--- config.mk ---
export PLATFORM = sky130hd
export DESIGN_NAME = loctag_ui_ctrl
export DESIGN_NICKNAME = d
export VERILOG_FILES = /design/src/rtl/loctag_ui_ctrl_pkg.sv /design/src/rtl/loctag_key_debounce.sv /design/src/rtl/loctag_ui_ctrl.sv
export SDC_FILE = /design/constraint.sdc
export NUM_CORES = 1
export LEC_CHECK = 0
export BUFFER_PORTS_ARGS = -buffer_cell sky130_fd_sc_hd__buf_2
export CORE_UTILIZATION = 40
export CTS_CLUSTER_DIAMETER = 100
export CTS_CLUSTER_SIZE = 25
export DETAILED_ROUTE_END_ITERATION = 10
export PLACE_DENSITY = 0.63
export SLEW_MARGIN = 20
export SYNTH_ARGS = -nofsm -noshare
export SYNTH_HDL_FRONTEND = slang
export SYNTH_HIERARCHICAL = 1
export SYNTH_SLANG_ARGS = --single-unit
--- constraint.sdc ---
create_clock -name clk -period 2.7 [get_ports clk]
set_clock_uncertainty 0.1 [all_clocks]
set_input_delay 0.27 -clock clk [delete_from_list [all_inputs] [get_ports clk]]
set_output_delay 0.27 -clock clk [all_outputs]
set_load 0.02 [all_outputs]
--- src/rtl/loctag_ui_ctrl_pkg.sv ---
// Shared types and helpers for the loctag user-interface front-end:
// LED blink FSM state encoding and a constant-time max helper for timer sizing.
package loctag_ui_ctrl_pkg;

  typedef enum logic [1:0] {
    LED_IDLE = 2'd0,
    LED_ON   = 2'd1,
    LED_OFF  = 2'd2,
    LED_GAP  = 2'd3
  } led_state_e;

  function automatic int max3(input int a, input int b, input int c);
    int m;
    m = a;
    if (b > m) m = b;
    else m = m;
    if (c > m) m = c;
    else m = m;
    return m;
  endfunction

endpackage

--- src/rtl/loctag_key_debounce.sv ---
// One key: two-flop synchroniser followed by a counter debouncer that only
// accepts a new level after it has been stable for DEB_CYCLES-1 synced cycles.
module loctag_key_debounce #(
  parameter bit ACTIVE_LOW = 1'b1,
  parameter int DEB_CYCLES = 500000
) (
  input  logic clk,
  input  logic reset,
  input  logic pin_i,
  output logic key_o
);

  localparam int CNT_W = $clog2(DEB_CYCLES + 1);
  localparam logic [CNT_W-1:0] CNT_FLIP = CNT_W'(DEB_CYCLES - 2);

  logic             meta_q;
  logic             sync_q;
  logic             deb_q;
  logic             deb_d;
  logic [CNT_W-1:0] cnt_q;
  logic [CNT_W-1:0] cnt_d;

  // Polarity is normalised ahead of the synchroniser so a reset value of 0 means released.
  always_ff @(posedge clk or posedge reset) begin
    if (reset) begin
      meta_q <= 1'b0;
      sync_q <= 1'b0;
      deb_q  <= 1'b0;
      cnt_q  <= '0;
    end else begin
      meta_q <= pin_i ^ ACTIVE_LOW;
      sync_q <= meta_q;
      deb_q  <= deb_d;
      cnt_q  <= cnt_d;
    end
  end

  // The count reaches DEB_CYCLES-1 on the flipping cycle; any agreement clears it.
  always_comb begin
    deb_d = deb_q;
    cnt_d = '0;
    if (sync_q == deb_q) begin
      cnt_d = '0;
    end else if (cnt_q == CNT_FLIP) begin
      deb_d = sync_q;
      cnt_d = '0;
    end else begin
      cnt_d = cnt_q + CNT_W'(1);
    end
  end

  assign key_o = deb_q;

endmodule

--- src/rtl/loctag_ui_ctrl.sv ---
// Key front-end for loctag: debounced keys drive force_fs and a mode word that is
// applied only while the core is idle; the LED blinks mode+1 times after each change.
module loctag_ui_ctrl #(
  parameter int NUM_KEYS   = 4,
  parameter int MODE_W     = 3,
  parameter bit ACTIVE_LOW = 1'b1,
  parameter int DEB_CYCLES = 500000,
  parameter int BLINK_ON   = 5000000,
  parameter int BLINK_OFF  = 5000000,
  parameter int BLINK_GAP  = 20000000
) (
  input  logic                clk,
  input  logic                reset,
  input  logic [NUM_KEYS-1:0] pin_key,
  input  logic                core_busy,
  input  logic                led_in,
  output logic                force_fs,
  output logic [MODE_W-1:0]   mode,
  output logic                mode_change,
  output logic                pending,
  output logic                led
);

  import loctag_ui_ctrl_pkg::*;

  localparam int TMR_W = $clog2(max3(BLINK_ON, BLINK_OFF, BLINK_GAP) + 1);
  localparam int BLK_W = MODE_W + 1;
  localparam logic [BLK_W-1:0] BLK_ONE  = BLK_W'(1);
  localparam logic [TMR_W-1:0] ON_LAST  = TMR_W'(BLINK_ON - 1);
  localparam logic [TMR_W-1:0] OFF_LAST = TMR_W'(BLINK_OFF - 1);
  localparam logic [TMR_W-1:0] GAP_LAST = TMR_W'(BLINK_GAP - 1);

  logic [NUM_KEYS-1:0] deb_s;
  logic [MODE_W-1:0]   deb_mode_s;
  logic                pending_s;
  logic                apply_s;
  logic [MODE_W-1:0]   mode_q;
  logic [MODE_W-1:0]   mode_d;
  logic                force_q;
  logic                mode_change_q;
  logic                led_q;
  logic                led_d;
  logic                fsm_led_s;
  led_state_e          state_q;
  led_state_e          state_d;
  logic [TMR_W-1:0]    tmr_q;
  logic [TMR_W-1:0]    tmr_d;
  logic [BLK_W-1:0]    blinks_q;
  logic [BLK_W-1:0]    blinks_d;

  for (genvar g = 0; g < NUM_KEYS; g++) begin : g_key
    loctag_key_debounce #(
      .ACTIVE_LOW (ACTIVE_LOW),
      .DEB_CYCLES (DEB_CYCLES)
    ) u_deb (
      .clk   (clk),
      .reset (reset),
      .pin_i (pin_key[g]),
      .key_o (deb_s[g])
    );
  end

  assign deb_mode_s = deb_s[MODE_W:1];
  assign pending_s  = (deb_mode_s != mode_q) & ~reset;
  assign apply_s    = pending_s & ~core_busy;

  // Only the latest debounced mode is ever applied; there is no queue.
  always_comb begin
    mode_d = mode_q;
    if (apply_s) mode_d = deb_mode_s;
    else         mode_d = mode_q;
  end

  // Registered outputs plus LED FSM state.
  always_ff @(posedge clk or posedge reset) begin
    if (reset) begin
      mode_q        <= '0;
      force_q       <= 1'b0;
      mode_change_q <= 1'b0;
      led_q         <= 1'b0;
      state_q       <= LED_IDLE;
      tmr_q         <= '0;
      blinks_q      <= '0;
    end else begin
      mode_q        <= mode_d;
      force_q       <= deb_s[0];
      mode_change_q <= apply_s;
      led_q         <= led_d;
      state_q       <= state_d;
      tmr_q         <= tmr_d;
      blinks_q      <= blinks_d;
    end
  end

  // LED decode; force_fs holds the LED on while the FSM keeps running.
  always_comb begin
    fsm_led_s = 1'b0;
    led_d     = 1'b0;
    case (state_q)
      LED_IDLE: fsm_led_s = led_in;
      LED_ON:   fsm_led_s = 1'b1;
      default:  fsm_led_s = 1'b0;
    endcase
    if (force_q) led_d = 1'b1;
    else         led_d = fsm_led_s;
  end

  // A mode change from any state restarts the blink code with the new count.
  always_comb begin
    state_d  = state_q;
    tmr_d    = tmr_q;
    blinks_d = blinks_q;
    if (mode_change_q) begin
      state_d  = LED_ON;
      tmr_d    = '0;
      blinks_d = {1'b0, mode_q} + BLK_ONE;
    end else begin
      case (state_q)
        LED_IDLE: begin
          tmr_d = '0;
        end
        LED_ON: begin
          if (tmr_q == ON_LAST) begin
            tmr_d    = '0;
            blinks_d = blinks_q - BLK_ONE;
            if (blinks_q == BLK_ONE) state_d = LED_GAP;
            else                     state_d = LED_OFF;
          end else begin
            tmr_d = tmr_q + TMR_W'(1);
          end
        end
        LED_OFF: begin
          if (tmr_q == OFF_LAST) begin
            tmr_d   = '0;
            state_d = LED_ON;
          end else begin
            tmr_d = tmr_q + TMR_W'(1);
          end
        end
        LED_GAP: begin
          if (tmr_q == GAP_LAST) begin
            tmr_d   = '0;
            state_d = LED_IDLE;
          end else begin
            tmr_d = tmr_q + TMR_W'(1);
          end
        end
        default: begin
          state_d = LED_IDLE;
          tmr_d   = '0;
        end
      endcase
    end
  end

  assign force_fs    = force_q;
  assign mode        = mode_q;
  assign mode_change = mode_change_q;
  assign pending     = pending_s;
  assign led         = led_q;

endmodule

Word level (Yosys, flattened, before mapping)
Cells that the tools add are included.
{"block": "word_totals", "output_inout_bits": 7, "wordCells": 94, "ff_bits": 125, "input_bits": 8}
{"block": "op_classes", "n_reduce_logical": 11, "n_eq_ne": 18, "n_addsub": 7, "bitwise_logic": 12, "mux": 23}
{"cell": "19-bit 2-to-1 mux", "n": 8}
{"cell": "19-bit by 1-bit adder with 19-bit output (second input constant)", "n": 4}
{"cell": "19-bit equality test (second input constant)", "n": 4}
{"cell": "25-bit 2-to-1 mux", "n": 3}
{"cell": "25-bit one-hot mux with 3 select lines", "n": 1}
{"cell": "25-bit by 1-bit adder with 25-bit output (second input constant)", "n": 1}
{"cell": "25-bit by 23-bit equality test with 1-bit output (second input constant)", "n": 1}
{"cell": "25-bit equality test (second input constant)", "n": 1}
{"cell": "4-bit 2-to-1 mux", "n": 3}
{"cell": "1-bit NOT", "n": 10}
{"cell": "2-bit AND reduction", "n": 5}
{"cell": "3-bit inequality test (second input constant)", "n": 3}
{"cell": "2-bit 2-to-1 mux", "n": 4}
{"cell": "2-bit one-hot mux with 3 select lines", "n": 1}
{"cell": "3-bit by 1-bit adder with 4-bit output (second input constant)", "n": 1}
{"cell": "1-bit equality test", "n": 4}
{"cell": "2-bit equality test (second input constant)", "n": 2}
{"cell": "4-bit by 1-bit equality test with 1-bit output (second input constant)", "n": 1}
{"cell": "4-bit AND reduction", "n": 1}
{"cell": "2-bit nonzero test", "n": 2}
{"cell": "4-bit nonzero test", "n": 1}
{"cell": "4-bit by 1-bit subtractor with 4-bit output (second input constant)", "n": 1}
{"cell": "3-bit inequality test", "n": 1}
{"cell": "1-bit AND", "n": 2}
{"cell": "5 further kinds", "n": 6}

Longest topological paths before layout
{"block": "depth", "ltp_word": 5, "mapped_depth": 7, "depth_no_buf": 6}

By module
The synthesis kept the hierarchy.
{"mod": "loctag_key_debounce", "seq_area_each_um2": 550.5, "area_per_inst_um2": 1064.8, "n_inst": 4, "cells_each": 108}
{"mod": "loctag_ui_ctrl", "seq_area_each_um2": 925.9, "area_per_inst_um2": 1990.7, "n_inst": 1, "cells_each": 195}

Worst setup path after synthesis
Ideal clock, no wire load.
{"block": "synth_timing", "path_kind": "register to register", "from": "reg tmr_q[15]", "to": "reg state_q[1]", "arrival_ns": 1.884, "period_less_slack_ns": 2.111, "setup_ns": 0.128, "path_slack_ns": 0.589, "t_required_ns": 2.472, "path_buffers": 0, "path_stages_with_launch": 6, "path_cell_list": "dfrtp_1 > or4b_1 > nor4_4 > a31oi_2 > a21oi_2 > mux2_1"}
{"block": "synth_between", "elab_chain_len": 3, "elab_cells_between_ends": 6, "cone_classes": "eq/ne: 5; reduce/logical: 1"}
{"item": "start: declaration", "line": "loctag_ui_ctrl.sv:46", "source": "logic [TMR_W-1:0] tmr_q;"}
{"item": "start signal: assignment", "line": "loctag_ui_ctrl.sv:90", "source": "tmr_q <= tmr_d;"}
{"item": "25-bit equality test or 25-bit by 23-bit equality test with 1-bit output (tied branches)", "line": "loctag_ui_ctrl.sv:141, loctag_ui_ctrl.sv:123, loctag_ui_ctrl.sv:133"}
{"item": "3-bit inequality test (no source line)"}
{"item": "4-bit AND reduction (no source line) (*)"}
{"item": "end signal: assignment", "line": "loctag_ui_ctrl.sv:89", "source": "state_q <= state_d;"}
{"item": "end: declaration", "line": "loctag_ui_ctrl.sv:44", "source": "led_state_e state_q;"}
Every way passes the cells marked *; elsewhere a longest branch is shown, timed or not.
A chain may end at the register's enable or synchronous reset.

Final worst setup path
{"block": "layout_timing", "from": "reg tmr_q[12]", "to": "reg tmr_q[21]"}
{"block": "layout_between", "elab_chain_len": 4, "elab_cells_between_ends": 7, "cone_classes": "add/sub: 1; eq/ne: 2; mux: 4"}
{"item": "25-bit by 1-bit adder with 25-bit output, or another cell as far along", "line": "loctag_ui_ctrl.sv:129, loctag_ui_ctrl.sv:137, loctag_ui_ctrl.sv:145"}
{"item": "25-bit 2-to-1 mux, on equally long branches", "line": "loctag_ui_ctrl.sv:141, loctag_ui_ctrl.sv:123, loctag_ui_ctrl.sv:133"}
{"item": "25-bit one-hot mux with 3 select lines (*)", "line": "loctag_ui_ctrl.sv:118", "source": "case (state_q)"}
{"item": "25-bit 2-to-1 mux (*)", "line": "loctag_ui_ctrl.sv:113", "source": "if (mode_change_q) begin"}
{"item": "via tmr_d[21]", "line": "loctag_ui_ctrl.sv:47", "source": "logic [TMR_W-1:0] tmr_d;"}
Mark *: on every way through the listed nets, which the timed path passes. The rest lies on a longest branch.

==> metrics.txt <==
# TYPE chip_impl_metric gauge
chip_impl_info{name="status",value="completed"} 1
chip_impl_info{name="most_used_cells_in_the_layout_excluding_fill_and_tap_cells",value="dfrtp_1 (125), nor2_1 (101), xnor2_1 (46), nand3_1 (40)"} 1
chip_impl_metric{name="avg_cell_area_syn",unit="µm²"} 9.97
chip_impl_metric{name="detailed_place_hpwl",unit="µm"} 8110
chip_impl_metric{name="design.die.area",unit="µm²"} 16100
chip_impl_info{name="worst_setup_path_start_kind",value="register"} 1
chip_impl_info{name="clockRootBuffer",value="clkbuf_16"} 1
chip_impl_metric{name="relSlewSlack",unit="%"} 37.4
chip_impl_metric{name="clk_pin_slew",unit="ns"} 0.05
chip_impl_metric{name="power_density",unit="nW/µm²"} 617
chip_impl_metric{name="p_comb_share",unit="%"} 2.9
chip_impl_metric{name="ant_nets",unit=""} 0
chip_impl_metric{name="sw_frac_of_total",unit="%"} 21.4
chip_impl_metric{name="async_flop_share",unit="%"} 100
chip_impl_metric{name="h-tree-depth",unit=""} 4
chip_impl_metric{name="utilization",unit="%"} 47.7
chip_impl_metric{name="seq_area_frac_synth",unit="%"} 50.1
chip_impl_metric{name="grt_pass1_vias",unit=""} 4577
chip_impl_metric{name="max-cap-violations",unit=""} 0
chip_impl_metric{name="cp_data_required_time",unit="ns"} 2.89
chip_impl_metric{name="final-max-slew-violation-count",unit=""} 0
chip_impl_metric{name="initial_core_util",unit="%"} 41.1
chip_impl_metric{name="grt_antenna_before_repair",unit=""} 0
chip_impl_info{name="tritoncts",value="done"} 1
chip_impl_metric{name="finalPower",unit="mW"} 4.47
chip_impl_metric{name="met2_wirelength",unit="µm"} 5750
chip_impl_metric{name="setup_tns",unit="ns"} 0
chip_impl_metric{name="seq_power_share",unit="%"} 43.0
chip_impl_metric{name="routed-wl-met3",unit="µm"} 406
chip_impl_metric{name="die_h",unit="µm"} 127
chip_impl_metric{name="antenna_cells",unit=""} 0
chip_impl_metric{name="synth.ff_latch_count",unit=""} 125
chip_impl_metric{name="cts_sinks",unit=""} 125
chip_impl_metric{name="sequential_cell_area",unit="µm²"} 3130
chip_impl_metric{name="cts.repair.resized",unit=""} 0
chip_impl_metric{name="clock_path_buffers",unit=""} 2
chip_impl_metric{name="multiInputGateArea",unit="µm²"} 2960
chip_impl_metric{name="worst_ep_arrival_time",unit="ns"} 2.47
chip_impl_metric{name="setup_viol",unit=""} 0
chip_impl_info{name="ys_dominant_reg_cell",value="dfrtp_1"} 1
chip_impl_metric{name="power.clock.fraction",unit="%"} 54.1
chip_impl_metric{name="largest_net_degree_at_the_start_of_global_routing",unit=""} 38
chip_impl_metric{name="fill_cells",unit=""} 1391
chip_impl_metric{name="final-hold-violation-count",unit=""} 0
chip_impl_metric{name="global_route.usage.total",unit="%"} 16.4
chip_impl_metric{name="ratio_of_cells_with_drive_above_1_in_the_final_layout",unit="%"} 10.8
chip_impl_metric{name="first_pass_grt_wire_length",unit="µm"} 21200
chip_impl_metric{name="post-cts-setup-buffers",unit=""} 0
chip_impl_metric{name="vdd_ir_drop_max",unit="V"} 0.000460
chip_impl_metric{name="dpl-instance-area",unit="µm²"} 6550
chip_impl_metric{name="routed_via_density",unit=""} 5.34
chip_impl_metric{name="worstMarginPinSlew",unit="ns"} 0.931
chip_impl_metric{name="dr_total_vias",unit=""} 4610
chip_impl_metric{name="synth_warn",unit=""} 6
chip_impl_metric{name="clk-insertion-delay-late",unit="ns"} 0.42
chip_impl_metric{name="final_min_period_over_clock_period",unit="%"} 84.6
chip_impl_metric{name="rows",unit=""} 45
chip_impl_info{name="timing.hold.worst.class",value="reg2reg"} 1
chip_impl_metric{name="core-area",unit="µm²"} 15200
chip_impl_metric{name="ios",unit=""} 15
chip_impl_metric{name="fp.dieW",unit="µm"} 127
chip_impl_metric{name="wirelength_met1",unit="µm"} 5700
chip_impl_info{name="most_common_library_cell_in_the_layout_ignoring_fill_and_taps",value="dfrtp_1"} 1
chip_impl_metric{name="io_buffers",unit=""} 14
chip_impl_metric{name="wire_per_inst",unit="µm"} 13.9
chip_impl_info{name="top_signal_layer_used",value="met4"} 1
chip_impl_metric{name="finalWeightedCongestion",unit=""} 0.830
chip_impl_metric{name="number_of_synthesized_flops_with_an_enable_pin",unit=""} 0
chip_impl_metric{name="cellLeakagePower",unit="nW"} 2.94
chip_impl_metric{name="post_synth_instance_area",unit="µm²"} 6250
chip_impl_metric{name="net-switching-power",unit="µW"} 958
chip_impl_metric{name="syn-num-nets",unit=""} 651
chip_impl_metric{name="finalNetCount",unit=""} 687
chip_impl_metric{name="worstPathMaxFanout",unit=""} 25
chip_impl_metric{name="drt_pre_antenna_iters",unit=""} 4
chip_impl_metric{name="netlist_instances",unit=""} 627
chip_impl_metric{name="synth_cell_types",unit=""} 43
chip_impl_metric{name="globalRouteOverflowTotal",unit=""} 0
chip_impl_info{name="critPathKind",value="reg2reg"} 1
chip_impl_metric{name="cts_made_buffers",unit=""} 17
chip_impl_metric{name="syn2layout_area_growth",unit="%"} 16.1
chip_impl_metric{name="detail_route.wirelength",unit="µm"} 12000
chip_impl_metric{name="route.detailed.drc",unit=""} 0
chip_impl_info{name="rsz0062_at_grt",value="false"} 1
chip_impl_info{name="critical_path.endpoint_type",value="register"} 1
chip_impl_metric{name="final.min_clock_period",unit="ns"} 2.28
chip_impl_metric{name="p_int",unit="mW"} 3.51
chip_impl_metric{name="drt-initial-drc-count",unit=""} 295
chip_impl_metric{name="fmaxAchievable",unit="GHz"} 0.438
chip_impl_metric{name="layout.cell_area.non_filler",unit="µm²"} 7250
-- through the flow --
step / cells / hold WS (ns) / setup slack, ns
floorplan: 627 / 0.159 / 0.589
global placement: 825 / 0.235 / 0.469
detailed placement: 825 / 0.235 / 0.416
CTS: 864 / 0.247 / 0.412
global route: 864 / 0.251 / 0.300
finish: 864 / 0.246 / 0.416
-- power by group through the flow --
stage | Clock (mW) | Combinational (mW) | Sequential, mW
final | 2.42 | 0.131 | 1.92
after CTS | 2.47 | 0.136 | 1.92
after global placement | 0 | 0.124 | 1.95
after floorplan | 0 | 0.0871 | 1.95
after global routing | 2.55 | 0.153 | 1.93
after detailed placement | 0 | 0.127 | 1.96
-- registers in the layout, indices dropped and copies added (netlist names) --
| name | count |
|---|---|
| g_key.u_deb/cnt_q | 76 |
| tmr_q | 25 |
| blinks_q | 4 |
| g_key.u_deb/key_o | 4 |
| g_key.u_deb/meta_q | 4 |
| g_key.u_deb/sync_q | 4 |
| mode | 3 |
| state_q | 2 |
| force_fs | 1 |
| led | 1 |
| mode_change | 1 |
-- worst paths after layout --
| path | start | to | slack [ns] | cells after the start |
|---|---|---|---|---|
| max in group asynchronous | reset | g_key[2].u_deb/cnt_q[9]$_DFF_PP0_ | 1.40 | 3 |
| min in group asynchronous | reset | mode[1]$_DFFE_PP0P_ | 0.50 | 4 |
| worst max-delay path | tmr_q[12]$_DFF_PP0_ | tmr_q[21]$_DFF_PP0_ | 0.42 | 6 |
| worst min-delay path | g_key[0].u_deb/meta_q$_DFF_PP0_ | g_key[0].u_deb/sync_q$_DFF_PP0_ | 0.25 | 0 |
| worst min register to register | g_key[0].u_deb/meta_q$_DFF_PP0_ | g_key[0].u_deb/sync_q$_DFF_PP0_ | 0.25 | 0 |
| worst max register to register | tmr_q[12]$_DFF_PP0_ | tmr_q[21]$_DFF_PP0_ | 0.42 | 6 |
-- layout make-up --
cell class | instances | share of cell area (%)
Sequential cell | 125 | 43.1
Clock inverter | 13 | 2.62
Multi-Input combinational cell | 463 | 40.7
Timing Repair Buffer | 29 | 2.76
Tap cell | 188 | 3.24
Clock buffer | 19 | 6.11
Inverter | 27 | 1.40
-- synth_stat cells, types with 2 or more instances --
library cell	number	area [µm²]
xor2_1	36	315
and4_1	4	35.0
nand4_1	20	125
nand3_1	40	200
and3_1	9	56.3
buf_6	2	22.5
nor2_1	101	379
dfrtp_1	125	3130
mux2_1	5	56.3
clkbuf_1	5	18.8
nand3_2	4	40.0
mux2_2	4	45.0
nor4b_1	3	26.3
or4_1	12	90.1
mux2i_1	4	40.0
a21oi_1	20	100
xnor2_1	46	403
o31ai_1	12	90.1
nor4bb_1	8	80.1
nor4_1	22	138
buf_2	4	20.0
nor3_1	11	55.1
or3_1	16	100
or2_2	8	50.1
inv_1	27	101
nand2_1	36	135
o21ai_1	12	60.1
ha_1	16	200
-- cell families (layout without fill, tap and decap cells) --
kind of cell / Yosys count / in the layout / synth area share (%)
xor gates and xnor gates: 82 / 82 / 11.5
DFF: 125 / 125 / 50.1
adders and majority gates: 16 / 16 / 3.20
AOI/OAI and AO/OA: 52 / 52 / 5.19
buffers and inverters: 39 / 88 / 2.66
muxes: 13 / 13 / 2.26
and+or+nand+nor: 300 / 300 / 25.1
-- routing by layer --
| layer | vias to the layer above | track usage (%) |
|---|---|---|
| met5 | - | 0 |
| met3 | 17 | 4.86 |
| met1 | 2253 | 21.1 |
| met2 | 71 | 26.4 |
| met4 | 0 | 5.95 |
| li1 | 2269 | - |
-- what timing repair did --
action / in CTS / in global routing
hold buffers: 7 / 0
endpoints found under the setup margin: 0 / 0
hold endpoints to repair: 65 / 0
-- worst max-delay path, stage by stage, from the launching register on --
cell and delay, ns:
dfrtp_1 0.41, or4b_1 0.58, nor4_4 0.31, a31oi_2 0.21, o21ai_4 0.17, buf_4 0.27
nor2_1 0.09
No activity file was read; power rests on OpenSTA's default activity.
